--- config.mk ---
export PLATFORM = sky130hd
export DESIGN_NAME = axi_lite_read_arbiter_flat
export DESIGN_NICKNAME = d
export VERILOG_FILES = /design/src/rtl/axi_lite_pkg.sv /design/src/rtl/axi_lite_read_arbiter_if.sv /design/src/rtl/rr_arbiter.sv /design/src/rtl/axi_lite_read_arbiter.sv /design/src/flat_wrapper.sv
export SDC_FILE = /design/constraint.sdc
export NUM_CORES = 1
export LEC_CHECK = 0
export BUFFER_PORTS_ARGS = -buffer_cell sky130_fd_sc_hd__buf_2
export CAP_MARGIN = 5
export CORE_MARGIN = 3
export CORE_UTILIZATION = 40
export CTS_BUF_LIST = sky130_fd_sc_hd__clkbuf_4
export DETAILED_ROUTE_END_ITERATION = 10
export PLACE_DENSITY = 0.7
export SKIP_LAST_GASP = 1
export SLEW_MARGIN = 20
export SYNTH_ARGS = -nofsm -noshare
export SYNTH_HDL_FRONTEND = slang
export SYNTH_SLANG_ARGS = --single-unit
export TNS_END_PERCENT = 5
--- constraint.sdc ---
create_clock -name aclk -period 1.4 [get_ports aclk]
set_input_delay 0.07 -clock aclk [delete_from_list [all_inputs] [get_ports aclk]]
set_output_delay 0.07 -clock aclk [all_outputs]
set_load 0.03 [all_outputs]
--- src/rtl/axi_lite_pkg.sv ---
// Shared AXI-Lite definitions: response codes and the read arbiter state encoding.
package axi_lite_pkg;

  localparam logic [1:0] RESP_OKAY   = 2'b00;
  localparam logic [1:0] RESP_EXOKAY = 2'b01;
  localparam logic [1:0] RESP_SLVERR = 2'b10;
  localparam logic [1:0] RESP_DECERR = 2'b11;

  localparam logic [2:0] ST_IDLE   = 3'd0;
  localparam logic [2:0] ST_ACCEPT = 3'd1;
  localparam logic [2:0] ST_ADDR   = 3'd2;
  localparam logic [2:0] ST_DATA   = 3'd3;
  localparam logic [2:0] ST_RESP   = 3'd4;

endpackage

--- src/rtl/axi_lite_read_arbiter_if.sv ---
// Bus bundle for the AXI-Lite read arbiter: NUM_REQ requester ports (s_*) and one downstream port (m_*).
// Every channel transfers on the rising aclk edge where valid && ready; a source holds valid and payload until then.
interface axi_lite_read_arbiter_if #(
  parameter int NUM_REQ      = 2,
  parameter int ADDRESS_SIZE = 32,
  parameter int DATA_SIZE    = 32
);
  logic [NUM_REQ*ADDRESS_SIZE-1:0] s_araddr;
  logic [NUM_REQ-1:0]              s_arvalid;
  logic [NUM_REQ-1:0]              s_arready;
  logic [DATA_SIZE-1:0]            s_rdata;
  logic [1:0]                      s_rresp;
  logic [NUM_REQ-1:0]              s_rvalid;
  logic [NUM_REQ-1:0]              s_rready;
  logic [ADDRESS_SIZE-1:0]         m_araddr;
  logic                            m_arvalid;
  logic                            m_arready;
  logic [DATA_SIZE-1:0]            m_rdata;
  logic [1:0]                      m_rresp;
  logic                            m_rvalid;
  logic                            m_rready;

  modport slave (
    input  s_araddr, s_arvalid, s_rready, m_arready, m_rdata, m_rresp, m_rvalid,
    output s_arready, s_rdata, s_rresp, s_rvalid, m_araddr, m_arvalid, m_rready
  );

  modport master (
    output s_araddr, s_arvalid, s_rready, m_arready, m_rdata, m_rresp, m_rvalid,
    input  s_arready, s_rdata, s_rresp, s_rvalid, m_araddr, m_arvalid, m_rready
  );
endinterface

--- src/rtl/rr_arbiter.sv ---
// Combinational round-robin picker: first asserted request at or after ptr_i, wrapping to 0.
module rr_arbiter #(
  parameter int NUM_REQ = 2,
  parameter int IDX_W   = (NUM_REQ > 1) ? $clog2(NUM_REQ) : 1
) (
  input  logic [NUM_REQ-1:0] req_i,
  input  logic [IDX_W-1:0]   ptr_i,
  output logic [NUM_REQ-1:0] gnt_oh_o,
  output logic [IDX_W-1:0]   gnt_idx_o,
  output logic               any_req_o
);

  // Offsets are scanned from farthest to nearest so the nearest match is the last one written.
  always_comb begin
    gnt_oh_o  = '0;
    gnt_idx_o = '0;
    any_req_o = |req_i;
    for (int k = NUM_REQ - 1; k >= 0; k--) begin
      for (int j = 0; j < NUM_REQ; j++) begin
        if (req_i[j] && ((int'(ptr_i) + k == j) || (int'(ptr_i) + k == j + NUM_REQ))) begin
          gnt_oh_o    = '0;
          gnt_oh_o[j] = 1'b1;
          gnt_idx_o   = IDX_W'(j);
        end
      end
    end
  end

endmodule

--- src/rtl/axi_lite_read_arbiter.sv ---
// Round-robin share of one AXI-Lite read subordinate among NUM_REQ requesters, one transaction in flight.
module axi_lite_read_arbiter
  import axi_lite_pkg::*;
#(
  parameter int NUM_REQ      = 2,
  parameter int ADDRESS_SIZE = 32,
  parameter int DATA_SIZE    = 32
) (
  input  logic                  aclk,
  input  logic                  aresetn,
  axi_lite_read_arbiter_if.slave bus,
  output logic [2:0]            dbg_state_o
);

  localparam int IDX_W = (NUM_REQ > 1) ? $clog2(NUM_REQ) : 1;

  logic [2:0]              state_q,     state_d;
  logic [IDX_W-1:0]        ptr_q,       ptr_d;
  logic [IDX_W-1:0]        grant_q,     grant_d;
  logic [NUM_REQ-1:0]      s_arready_q, s_arready_d;
  logic [NUM_REQ-1:0]      s_rvalid_q,  s_rvalid_d;
  logic [DATA_SIZE-1:0]    s_rdata_q,   s_rdata_d;
  logic [1:0]              s_rresp_q,   s_rresp_d;
  logic [ADDRESS_SIZE-1:0] m_araddr_q,  m_araddr_d;
  logic                    m_arvalid_q, m_arvalid_d;
  logic                    m_rready_q,  m_rready_d;

  logic [NUM_REQ-1:0] arb_oh;
  logic [IDX_W-1:0]   arb_idx;
  logic               arb_any;

  rr_arbiter #(.NUM_REQ(NUM_REQ), .IDX_W(IDX_W)) u_rr (
    .req_i     (bus.s_arvalid),
    .ptr_i     (ptr_q),
    .gnt_oh_o  (arb_oh),
    .gnt_idx_o (arb_idx),
    .any_req_o (arb_any)
  );

  always_comb begin
    state_d     = state_q;
    ptr_d       = ptr_q;
    grant_d     = grant_q;
    s_arready_d = s_arready_q;
    s_rvalid_d  = s_rvalid_q;
    s_rdata_d   = s_rdata_q;
    s_rresp_d   = s_rresp_q;
    m_araddr_d  = m_araddr_q;
    m_arvalid_d = m_arvalid_q;
    m_rready_d  = m_rready_q;
    case (state_q)
      ST_IDLE: begin
        // s_arready is registered, so it is raised on the way into ACCEPT.
        if (arb_any) begin
          grant_d     = arb_idx;
          s_arready_d = arb_oh;
          state_d     = ST_ACCEPT;
        end
      end
      ST_ACCEPT: begin
        s_arready_d = '0;
        for (int i = 0; i < NUM_REQ; i++) begin
          if (grant_q == IDX_W'(i)) m_araddr_d = bus.s_araddr[i*ADDRESS_SIZE +: ADDRESS_SIZE];
        end
        m_arvalid_d = 1'b1;
        state_d     = ST_ADDR;
      end
      ST_ADDR: begin
        if (bus.m_arready) begin
          m_arvalid_d = 1'b0;
          m_rready_d  = 1'b1;
          state_d     = ST_DATA;
        end
      end
      ST_DATA: begin
        if (bus.m_rvalid) begin
          s_rdata_d  = bus.m_rdata;
          s_rresp_d  = bus.m_rresp;
          m_rready_d = 1'b0;
          for (int i = 0; i < NUM_REQ; i++) s_rvalid_d[i] = (grant_q == IDX_W'(i));
          state_d = ST_RESP;
        end
      end
      ST_RESP: begin
        // s_rvalid_q is one-hot on the grant, so this ignores other requesters' rready.
        if (|(bus.s_rready & s_rvalid_q)) begin
          s_rvalid_d = '0;
          ptr_d      = (grant_q == IDX_W'(NUM_REQ - 1)) ? '0 : grant_q + IDX_W'(1);
          state_d    = ST_IDLE;
        end
      end
      default: state_d = ST_IDLE;
    endcase
  end

  always_ff @(posedge aclk) begin
    if (!aresetn) begin
      state_q     <= ST_IDLE;
      ptr_q       <= '0;
      grant_q     <= '0;
      s_arready_q <= '0;
      s_rvalid_q  <= '0;
      s_rdata_q   <= '0;
      s_rresp_q   <= '0;
      m_araddr_q  <= '0;
      m_arvalid_q <= 1'b0;
      m_rready_q  <= 1'b0;
    end else begin
      state_q     <= state_d;
      ptr_q       <= ptr_d;
      grant_q     <= grant_d;
      s_arready_q <= s_arready_d;
      s_rvalid_q  <= s_rvalid_d;
      s_rdata_q   <= s_rdata_d;
      s_rresp_q   <= s_rresp_d;
      m_araddr_q  <= m_araddr_d;
      m_arvalid_q <= m_arvalid_d;
      m_rready_q  <= m_rready_d;
    end
  end

  assign bus.s_arready = s_arready_q;
  assign bus.s_rvalid  = s_rvalid_q;
  assign bus.s_rdata   = s_rdata_q;
  assign bus.s_rresp   = s_rresp_q;
  assign bus.m_araddr  = m_araddr_q;
  assign bus.m_arvalid = m_arvalid_q;
  assign bus.m_rready  = m_rready_q;
  assign dbg_state_o   = state_q;

endmodule

--- src/flat_wrapper.sv ---
// flat-port wrapper written by rule: the top's interface ports become plain ports
module axi_lite_read_arbiter_flat import axi_lite_pkg::*;
#(
  parameter int NUM_REQ      = 2,
  parameter int ADDRESS_SIZE = 32,
  parameter int DATA_SIZE    = 32
)
  (aclk, aresetn, dbg_state_o, bus_s_araddr, bus_s_arvalid, bus_s_rready, bus_m_arready, bus_m_rdata, bus_m_rresp, bus_m_rvalid, bus_s_arready, bus_s_rdata, bus_s_rresp, bus_s_rvalid, bus_m_araddr, bus_m_arvalid, bus_m_rready);
  axi_lite_read_arbiter_if #(.NUM_REQ(NUM_REQ), .ADDRESS_SIZE(ADDRESS_SIZE), .DATA_SIZE(DATA_SIZE)) bus_i ();
  input  logic aclk;
  input  logic aresetn;
  output logic [2:0] dbg_state_o;
  input wire logic [$bits(bus_i.s_araddr)-1:0] bus_s_araddr;
  input wire logic [$bits(bus_i.s_arvalid)-1:0] bus_s_arvalid;
  input wire logic [$bits(bus_i.s_rready)-1:0] bus_s_rready;
  input wire logic [$bits(bus_i.m_arready)-1:0] bus_m_arready;
  input wire logic [$bits(bus_i.m_rdata)-1:0] bus_m_rdata;
  input wire logic [$bits(bus_i.m_rresp)-1:0] bus_m_rresp;
  input wire logic [$bits(bus_i.m_rvalid)-1:0] bus_m_rvalid;
  output wire logic [$bits(bus_i.s_arready)-1:0] bus_s_arready;
  output wire logic [$bits(bus_i.s_rdata)-1:0] bus_s_rdata;
  output wire logic [$bits(bus_i.s_rresp)-1:0] bus_s_rresp;
  output wire logic [$bits(bus_i.s_rvalid)-1:0] bus_s_rvalid;
  output wire logic [$bits(bus_i.m_araddr)-1:0] bus_m_araddr;
  output wire logic [$bits(bus_i.m_arvalid)-1:0] bus_m_arvalid;
  output wire logic [$bits(bus_i.m_rready)-1:0] bus_m_rready;
  assign bus_i.s_araddr = bus_s_araddr;
  assign bus_i.s_arvalid = bus_s_arvalid;
  assign bus_i.s_rready = bus_s_rready;
  assign bus_i.m_arready = bus_m_arready;
  assign bus_i.m_rdata = bus_m_rdata;
  assign bus_i.m_rresp = bus_m_rresp;
  assign bus_i.m_rvalid = bus_m_rvalid;
  assign bus_s_arready = bus_i.s_arready;
  assign bus_s_rdata = bus_i.s_rdata;
  assign bus_s_rresp = bus_i.s_rresp;
  assign bus_s_rvalid = bus_i.s_rvalid;
  assign bus_m_araddr = bus_i.m_araddr;
  assign bus_m_arvalid = bus_i.m_arvalid;
  assign bus_m_rready = bus_i.m_rready;
  axi_lite_read_arbiter #(.NUM_REQ(NUM_REQ), .ADDRESS_SIZE(ADDRESS_SIZE), .DATA_SIZE(DATA_SIZE)) u_core (.aclk(aclk), .aresetn(aresetn), .bus(bus_i), .dbg_state_o(dbg_state_o));
endmodule
==> flow_summary_export.csv, run 1 <==
group,metric,value,unit
critical_path,worstReg2RegEnd,"u_core.bus.m_araddr[14]",
clock_network,cts_buffers,9,
critical_path,max_stage_delay,430,ps
layout,area_growth,63.9,%
clock_network,ctsRootBufferMaster,"clkbuf_4",
clock_network,htree_levels,3,
clock_network,cts_tree,"built",
hold_path,hp-class,"in2reg",
route,first_iter_violations,125,
grt,grt_max_degree,67,
grt,grt-busiest-layer,"met2",
status,outcome,"finished clean",
route,dr.pass1.iters,4,
yosys,synth_flop_cell,"dfxtp_1",
flow_run,cap_violations,0,
sta,period_minus_slack,1310,ps
yosys,syn-instance-count,346,
route,routedWlPerCell,14.7,um
die,core_area,7810,sq um
grt,grtUsageMet3,0.0876,
yosys,synth_area,3260,sq um
sta,final_max_slew_viol_count,0,
place,place_ws,95.7,ps
grt,grt_pass1_wl,15500,um
yosys,synth_edf_count,0,
sta,hold_viol_final,0,
power,power_frac_comb,0.292,
yosys,seq_area_frac_synth,0.473,
route,vias,3521,
place,gp_congestion,0.785,
clock_network,cts_sinks,77,
power,finalPower,5.65,mW
clock_network,clkLatencyLatePin,410,ps
power,ir_worst_vdd,0.000553,V
hold_path,holdPathStages,4,
yosys,synthArstFlopShare,0,
power,p_leak,2.75,nW
critical_path,worst_ep_arrival_time,1600,ps
layout,drive_gt1_frac,0.349,
yosys,yosys.cell_count.top_type,"nand2_1",
critical_path,cp_max_fo,33,
place,portBuffers,180,
sta,max_freq,0.766,GHz
yosys,synth_nets,452,
die,rows,32,
power,internal_power,3.84,mW
die,io_pins,181,
place,dpl.hpwl,5920,um
critical_path,slowest_stage,"dfxtp_4",
power,power-per-cell-area,1060,nW/um^2
route,via_per_inst,4.92,
yosys,syn_avg_cell_area,9.42,sq um
critical_path,ff2ff_path_depth,5,
yosys,synth_top_area_share,0.473,
power,p_clk_frac,0.263,
power,power.switching,1.80,mW
die,die_area,9260,sq um
grt,grt_overflow,0,
die,die_x,96.3,um
hold_path,worstHoldStart,"bus_s_araddr[51]",
critical_path,crit_chain,"nor3b_4 -> buf_4 -> buf_12 -> nand2_1 -> o211a_1",
sta,finalSetupViolations,0,
yosys,yosysWarnings,0,
sta,slew-limit-headroom,0.711,
clock_network,cts.clk_slew.worst_paths,140,ps
yosys,yosysTopAreaCell,"dfxtp_1",
critical_path,worstSetupEndpointType,"register",
critical_path,r2r-start,"u_core.dbg_state_o[0]",
critical_path,worstPathRequired,1690,ps
die,start_util,0.417,
layout,num_antenna_cells,0,
hold_path,hold_path_end,"u_core.bus.m_araddr[19]",
yosys,ys_top_cells_by_area,"dfxtp_1, nand2_1, mux2i_1, o211a_1, a21boi_1",
power,switching_share,0.320,
sta,setup_ws,94.0,ps
grt,track_usage,0.213,
critical_path,crit_family,"flip-flops",
route,route.detailed.drc,0,
critical_path,crit_type,"reg2reg",
die,die_y,96.3,um
yosys,ys_seq_elements,77,
critical_path,rrSetupSlack,90,ps
critical_path,cp_num_buf_inv,2,
sta,rsz0062_at_grt,"yes",
layout,fin_nets,715,
route,drt-total-wl,10500,um
grt,grt_pass1_vias,3354,
grt,grt_antenna_before_repair,0,
route,ant_nets,0,
power,power_frac_seq,0.445,
clock_network,clk_path_buf_depth,2,
critical_path,start_kind,"register",
sta,worst_slew_pin_slew,433,ps
sta,finClkSkew,23.3,ps
yosys,synthDistinctLibCells,33,
grt,met2_usage,0.340,
sta,finalCritPeriodShare,0.933,
grt,met1_usage,0.255,
yosys,synthTopCellsByCount,"nand2_1, dfxtp_1, mux2i_1, o211a_1, a21boi_1",
-- worst max-delay path by stage --
stage / start / end / cells after the start
2_1_floorplan: u_core.dbg_state_o[1] / u_core.bus.s_rdata[15] / 6
3_3_place_gp: u_core.dbg_state_o[0] / u_core.bus.m_araddr[3] / 4
3_5_place_dp: u_core.dbg_state_o[0] / u_core.bus.m_araddr[17] / 4
4_1_cts: u_core.dbg_state_o[0] / u_core.bus.m_araddr[17] / 4
5_1_grt: u_core.dbg_state_o[2] / u_core.bus.s_rdata[6] / 5
6_report: u_core.dbg_state_o[0] / u_core.bus.m_araddr[14] / 5
-- state kept, by name, summed over array words and instances, names as in the netlist, 2 cells and up --
register and flops:
u_core.bus.m_araddr 32, u_core.bus.s_rresp 2, u_core.bus.s_rvalid 2, u_core.bus.s_rdata 32, u_core.dbg_state_o 3, u_core.bus.s_arready 2
-- layout make-up --
type,instances,area (sq um)
clock buffer,9,67.6
timing repair buffer,282,1960
multi-input combinational,235,1530
fill,579,2470
tap,102,128
inverter,4,15.0
sequential,77,1550
clock inverter,7,88.8
-- stage by stage --
stage / instance area (sq um) / std cells / hold slack (ps) / utilization / setup TNS (ps)
floorplan: 3260 / 346 / 205 / - / 0
global placement: 4260 / 609 / 312 / 0.546 / 0
detailed placement: 4260 / 609 / 318 / 0.546 / 0
CTS: 5270 / 710 / 0.334 / 0.675 / 0
global route: 5340 / 716 / 2.10 / 0.684 / -3.54
finish: 5340 / 716 / 32.0 / 0.684 / 0
-- tightest hold or removal path, delay by kind of cell --
family                 cells  cell delay (ps)
multiplexers               1               60
buffers and inverters      1               70
AND/OR/NAND/NOR            1               60
AO/OA/AOI/OAI              1              130
-- what timing repair did --
item                                    4_1_cts  5_1_grt
setup buffers                                 0        3
resized for setup                             0        1
endpoints found under the hold margin        62        2
hold buffers                                 85        2
endpoints found under the setup margin        0       50
-- power groups by stage --
stage | combinational (mW) | sequential (mW) | clock [mW]
6_report | 1.65 | 2.51 | 1.49
3_5_place_dp | 1.38 | 2.55 | 0
4_1_cts | 1.56 | 2.51 | 1.53
2_1_floorplan | 0.565 | 2.92 | 0
5_1_grt | 1.76 | 2.54 | 1.63
3_3_place_gp | 1.36 | 2.55 | 0
-- layer usage --
layer	part of all wire	vias up
met3	0.10	19
met4	0.018	0
met5	0	-
met1	0.42	1612
li1	-	1717
met2	0.46	173
-- kinds of logic (layout without fill, tap and decap cells) --
kind of cell,Yosys count,after routing,share of synthesized area
AOI/OAI and AO/OA,81,81,0.212
buffers and inverters,34,302,0.0595
DFF,77,77,0.473
muxes,33,33,0.101
and+or+nand+nor,121,121,0.154
-- layout by cell type (no fill, tap or decap), types with 5 or more instances in the layout --
master         count
a21boi_1          30
buf_12             5
buf_4              9
o211a_1           33
dfxtp_1           74
nand2_1          104
buf_2            180
clkbuf_4           9
mux2i_1           33
dlygate4sd3_1     87
Power figures use the tool's default switching activity.
==> run 2, diff against run 1 <==
ABC_AREA = 1   (was not set)
CTS_CLUSTER_SIZE = 8   (was not set)
==> run 2 against run 1 <==
  * Maximum frequency shrank 1.1%
  * Critical path type unchanged
  * Combinational power grew 9.7%
  * Critical endpoint is now u_core.bus.s_rvalid[1]
  * Via count hardly changed
  * Largest power group unchanged
==> flow_summary_export.csv, run 2 <==
group,metric,value,unit
die,start_util,0.415,
power,switching_share,0.356,
yosys,synth_top_family_by_area,"simple AND/OR/NAND/NOR gates",
power,power_frac_seq,0.439,
yosys,synth-simple-area-share,0.240,
die,die_area,9210,sq um
critical_path,worstSetupEndpointType,"register",
sta,finalCritPeriodShare,0.943,
layout,layout_common_cells,"buf_2, nand2_1, dfxtp_1",
critical_path,crit_type,"reg2reg",
route,via_per_inst,4.56,
yosys,synth_edf_count,0,
yosys,ys_top_cells_by_area,"dfxtp_1, nand2_1, a21oi_1, o21ai_0, inv_1",
sta,period_minus_slack,1320,ps
sta,worst_slew_pin_slew,363,ps
yosys,synth_flop_cell,"dfxtp_1",
yosys,synthAdderAreaFrac,0,
yosys,synth_xor_area_frac,0,
critical_path,start_kind,"register",
sta,slew-limit-headroom,0.758,
sta,setup_ws,80.0,ps
place,gp_congestion,0.812,
place,dpl.hpwl,6280,um
sta,fin_tns_setup,0,ps
route,route.detailed.drc,0,
clock_network,htree_levels,3,
clock_network,ctsRootBufferMaster,"clkbuf_4",
layout,drive_gt1_frac,0.340,
critical_path,cp_max_fo,37,
grt,grt_overflow,0,
die,core_area,7810,sq um
clock_network,cts_buffers,9,
yosys,syn_avg_cell_area,7.08,sq um
yosys,synthDistinctLibCells,19,
grt,grt_max_degree,38,
yosys,yosysWarnings,0,
sta,hold_viol_final,0,
sta,final_max_slew_viol_count,0,
route,ant_nets,0,
route,routedWlPerCell,12.0,um
grt,grt_pass1_wl,14300,um
die,rows,32,
clock_network,post_cts_buffers,0,
route,drt-total-wl,9270,um
place,portBuffers,180,
die,die_x,96.0,um
sta,finalSetupViolations,0,
power,p_clk_frac,0.254,
layout,fin_cells,772,
clock_network,cts.clk_slew.worst_paths,130,ps
grt,grt_antenna_before_repair,0,
yosys,seq_area_frac_synth,0.476,
yosys,synth_top_area_share,0.476,
power,power.switching,2.09,mW
layout,fin_nets,771,
flow_run,cap_violations,0,
layout,num_antenna_cells,0,
grt,track_usage,0.197,
clock_network,cts_tree,"built",
sta,max_freq,0.758,GHz
yosys,syn-instance-count,457,
yosys,yosysTopAreaCell,"dfxtp_1",
yosys,synthArstFlopShare,0,
route,vias,3522,
route,dr.pass1.iters,4,
status,outcome,"finished clean",
place,dp.cells,720,
hold_path,hp-class,"in2reg",
sta,rsz0062_at_grt,"no",
layout,layout_commonest_cell,"buf_2",
power,power-per-cell-area,1240,nW/um^2
die,io_pins,181,
yosys,synth_nets,563,
sta,finClkSkew,19.8,ps
yosys,synth_compound_area_frac,0.188,
yosys,synthTopCellsByCount,"nand2_1, dfxtp_1, a21oi_1",
yosys,synth_area,3240,sq um
critical_path,worst_ep_arrival_time,1620,ps
power,p_leak,2.36,nW
clock_network,clkLatencyLatePin,410,ps
yosys,yosys-mux-area-fraction,0,
clock_network,clk_path_buf_depth,2,
yosys,ys_seq_elements,77,
route,first_iter_violations,71,
layout,area_growth,46.6,%
place,place_ws,30.1,ps
clock_network,cts_sinks,77,
die,die_y,96.0,um
critical_path,worstPathRequired,1700,ps
power,internal_power,3.79,mW
grt,grt_pass1_vias,3194,
power,power_frac_comb,0.308,
power,ir_worst_vdd,0.000650,V
yosys,yosys.cell_count.top_type,"nand2_1",
[run 2: changes by cell type after synthesis, moves of 30 or more]
cell	before	now
a21oi_1	2	64
o21ai_0	0	36
o211a_1	33	0
a21boi_1	30	0
mux2i_1	33	0
nand2_1	104	169
inv_1	4	43
[run 2: final cells by class]
type                    instances  area [sq um]
fillers                       716          3060
flip-flops and latches         77          1540
multi-input cells             308          1390
repair buffers                225          1360
inverters                      44           173
well taps                     102           128
clock inverters                 7          90.1
clock buffers                   9          67.6
[run 2: path summary, 6_finish.rpt]
path | start | to | slack (ps) | cells after the start
setup / recovery | u_core.dbg_state_o[0] | u_core.bus.s_rvalid[1] | 80 | 7
hold / removal | bus_s_araddr[22] | u_core.bus.m_araddr[22] | 20 | 5
setup reg to reg | u_core.dbg_state_o[0] | u_core.bus.s_rvalid[1] | 80 | 7
hold reg to reg | u_core.bus.m_araddr[3] | u_core.bus.m_araddr[3] | 450 | 2
[run 2: cells by family after synthesis]
family / count (synthesis)
AO/OA/AOI/OAI: 113
AND/OR/NAND/NOR: 195
buffers and inverters: 72
flip-flops: 77
[run 2: repair_timing]
item / in CTS / in global routing
hold buffers: 36 / 0
hold endpoints to repair: 37 / 0
resized for setup: 0 / 3
endpoints found under the setup margin: 0 / 39
[run 2: through the flow]
| stage | instance area (sq um) | utilization | total power, mW | hold slack, ps |
|---|---|---|---|---|
| floorplan | 3240 | - | 3.78 | 206 |
| detailed placement | 4220 | 0.540 | 4.36 | 325 |
| finish | 4740 | 0.608 | 5.88 | 20.2 |
| global placement | 4220 | 0.540 | 4.32 | 320 |
| CTS | 4740 | 0.607 | 5.93 | 1.87 |
| global route | 4740 | 0.608 | 6.23 | 39.4 |
[run 2: power by group through the flow]
stage / clock, mW / combinational, mW / sequential, mW
6_report: 1.49 / 1.81 / 2.58
5_1_grt: 1.62 / 2.00 / 2.61
4_1_cts: 1.54 / 1.81 / 2.58
3_5_place_dp: 0 / 1.73 / 2.63
3_3_place_gp: 0 / 1.71 / 2.62
2_1_floorplan: 0 / 0.647 / 3.13
[run 2: worst max-delay path: stages, from the launching register on]
cell     delay (ps)
dfxtp_1         420
nand2_1          90
nor2_2          150
nand2_4          90
inv_8           200
nor2_1          100
nand3_1          70
o21ai_0          80
[run 2: metal layers]
metal,global-route usage,vias to the layer above,wire length (um)
li1,-,1848,-
met1,0.225,1520,3840
met2,0.336,141,4330
met3,0.0727,13,970
met4,0.0723,0,133
met5,0,-,0
==> run 3, diff against run 2 <==
CORE_MARGIN = not set   (was 3)
==> run 3 against run 2 <==
  * Design area rose by 0.13%
  * Via count increased by 0.65%
  * Register-to-register slack improved by 30 ps
  * Maximum frequency rose by 2.4%
  * Sequential power is essentially flat
  * First-iteration DRC count increased by 58%
  * Critical path depth fell by 3
  * Critical path type unchanged
  * Largest power group unchanged
==> flow_summary_export.csv, run 3 (synthesized netlist as in run 2, its figures left out) <==
group,metric,value,unit
layout,fin_nets,772,
sta,rsz0062_at_grt,"yes",
place,dpl-instance-area,4210,sq um
route,dr.pass1.iters,4,
layout,n_fill_cell,727,
route,vias,3545,
sta,whs,17.3,ps
place,dpl.hpwl,6010,um
layout,multi_input_area,1390,sq um
clock_network,htree_levels,3,
sta,slew-limit-headroom,0.811,
layout,layout_commonest_cell,"buf_2",
critical_path,worst_ep_arrival_time,1590,ps
clock_network,cts_sinks,77,
layout,area_growth,46.8,%
power,power-per-cell-area,1250,nW/um^2
die,die_area,8460,sq um
die,core_area,7770,sq um
clock_network,cts.clk_slew.worst_paths,140,ps
power,p_leak,2.36,nW
critical_path,crit_type,"reg2reg",
grt,track_usage,0.212,
sta,setup_ws,111,ps
die,start_util,0.417,
die,die_y,92.0,um
sta,finClkSkew,18.8,ps
grt,grt_max_degree,63,
place,dp.cells,721,
sta,worst_slew_pin_slew,284,ps
route,via_per_inst,4.59,
critical_path,worstSetupEndpointType,"register",
place,portBuffers,180,
sta,max_freq,0.776,GHz
layout,seq_area,1540,sq um
grt,grt_pass1_wl,14400,um
die,io_pins,181,
clock_network,cts_buffers,9,
grt,grt_pass1_vias,3171,
critical_path,ff2ff_path_depth,4,
critical_path,critPathLaunch,"u_core.dbg_state_o[2]",
layout,finish.instance_area,4750,sq um
place,place_ws,75.8,ps
clock_network,ctsRootBufferMaster,"clkbuf_4",
power,ir_worst_vdd,0.000593,V
sta,final_max_slew_viol_count,0,
route,drt-total-wl,9170,um
clock_network,clkLatencyLatePin,420,ps
sta,hold_viol_final,0,
critical_path,start_kind,"register",
critical_path,worstPathRequired,1710,ps
clock_network,post_cts_buffers,0,
layout,drive_gt1_frac,0.341,
flow_run,cap_violations,0,
hold_path,hp-class,"in2reg",
hold_path,worstHoldStart,"aresetn",
status,outcome,"finished clean",
clock_network,cts_tree,"built",
place,gp_congestion,0.755,
layout,num_antenna_cells,0,
die,die_x,92.0,um
sta,period_minus_slack,1290,ps
route,ant_nets,0,
hold_path,holdPathStages,3,
critical_path,r2r-start,"u_core.dbg_state_o[2]",
critical_path,cp_max_fo,62,
sta,finalSetupViolations,0,
layout,layout_common_cells,"buf_2, nand2_1, dfxtp_1",
clock_network,clk_path_buf_depth,2,
sta,finalCritPeriodShare,0.921,
route,routedWlPerCell,11.9,um
route,route.detailed.drc,0,
grt,grt_antenna_before_repair,0,
die,rows,32,
route,first_iter_violations,112,
sta,fin_tns_setup,0,ps
grt,grt_overflow,0,
layout,fin_cells,773,
-- run 3: final cells by class --
cell class | instances | area share
sequential | 77 | 0.324
tap | 102 | 0.0269
clock buffer | 9 | 0.0142
clock inverter | 7 | 0.0205
inverter | 44 | 0.0374
timing repair buffer | 226 | 0.285
multi-input combinational | 308 | 0.292
-- run 3: timing repair --
item / in CTS / in global routing
endpoints found under the hold margin: 38 / 0
setup endpoints to repair: 0 / 14
hold buffers: 36 / 0
gates resized for setup: 0 / 3
-- run 3: critical path, stage by stage (launching register included) --
cell      delay [ps]
dfxtp_1          370
nand3b_1         260
buf_12           230
o21ai_0          250
a21oi_1           60
-- run 3: path summary, 6_finish.rpt --
path / end / slack, ps
hold reg to reg: u_core.bus.m_araddr[4] / 450
setup / recovery: u_core.bus.m_araddr[29] / 110
hold / removal: u_core.bus.m_araddr[26] / 20
setup reg to reg: u_core.bus.m_araddr[29] / 110
-- run 3: report_power, final --
part	leakage (nW)	internal, mW	total [mW]	switching [mW]
Sequential	0.628	2.45	2.58	0.132
Clock	0.0829	0.733	1.54	0.806
Combinational	1.65	0.615	1.80	1.18
Total	2.36	3.80	5.91	2.12
-- run 3: metal layers --
metal | global-route usage | routed length, um | vias to the layer above
li1 | - | - | 1852
met1 | 0.250 | 3970 | 1543
met2 | 0.376 | 4400 | 136
met3 | 0.0498 | 681 | 14
met4 | 0.0690 | 118 | 0
met5 | 0 | 0 | -
-- run 3: per-stage QoR --
stage | total power, mW | utilization
finish | 5.91 | 0.612
global route | 6.26 | 0.612
CTS | 5.96 | 0.610
detailed placement | 4.35 | 0.543
global placement | 4.32 | 0.543
floorplan | 3.78 | -
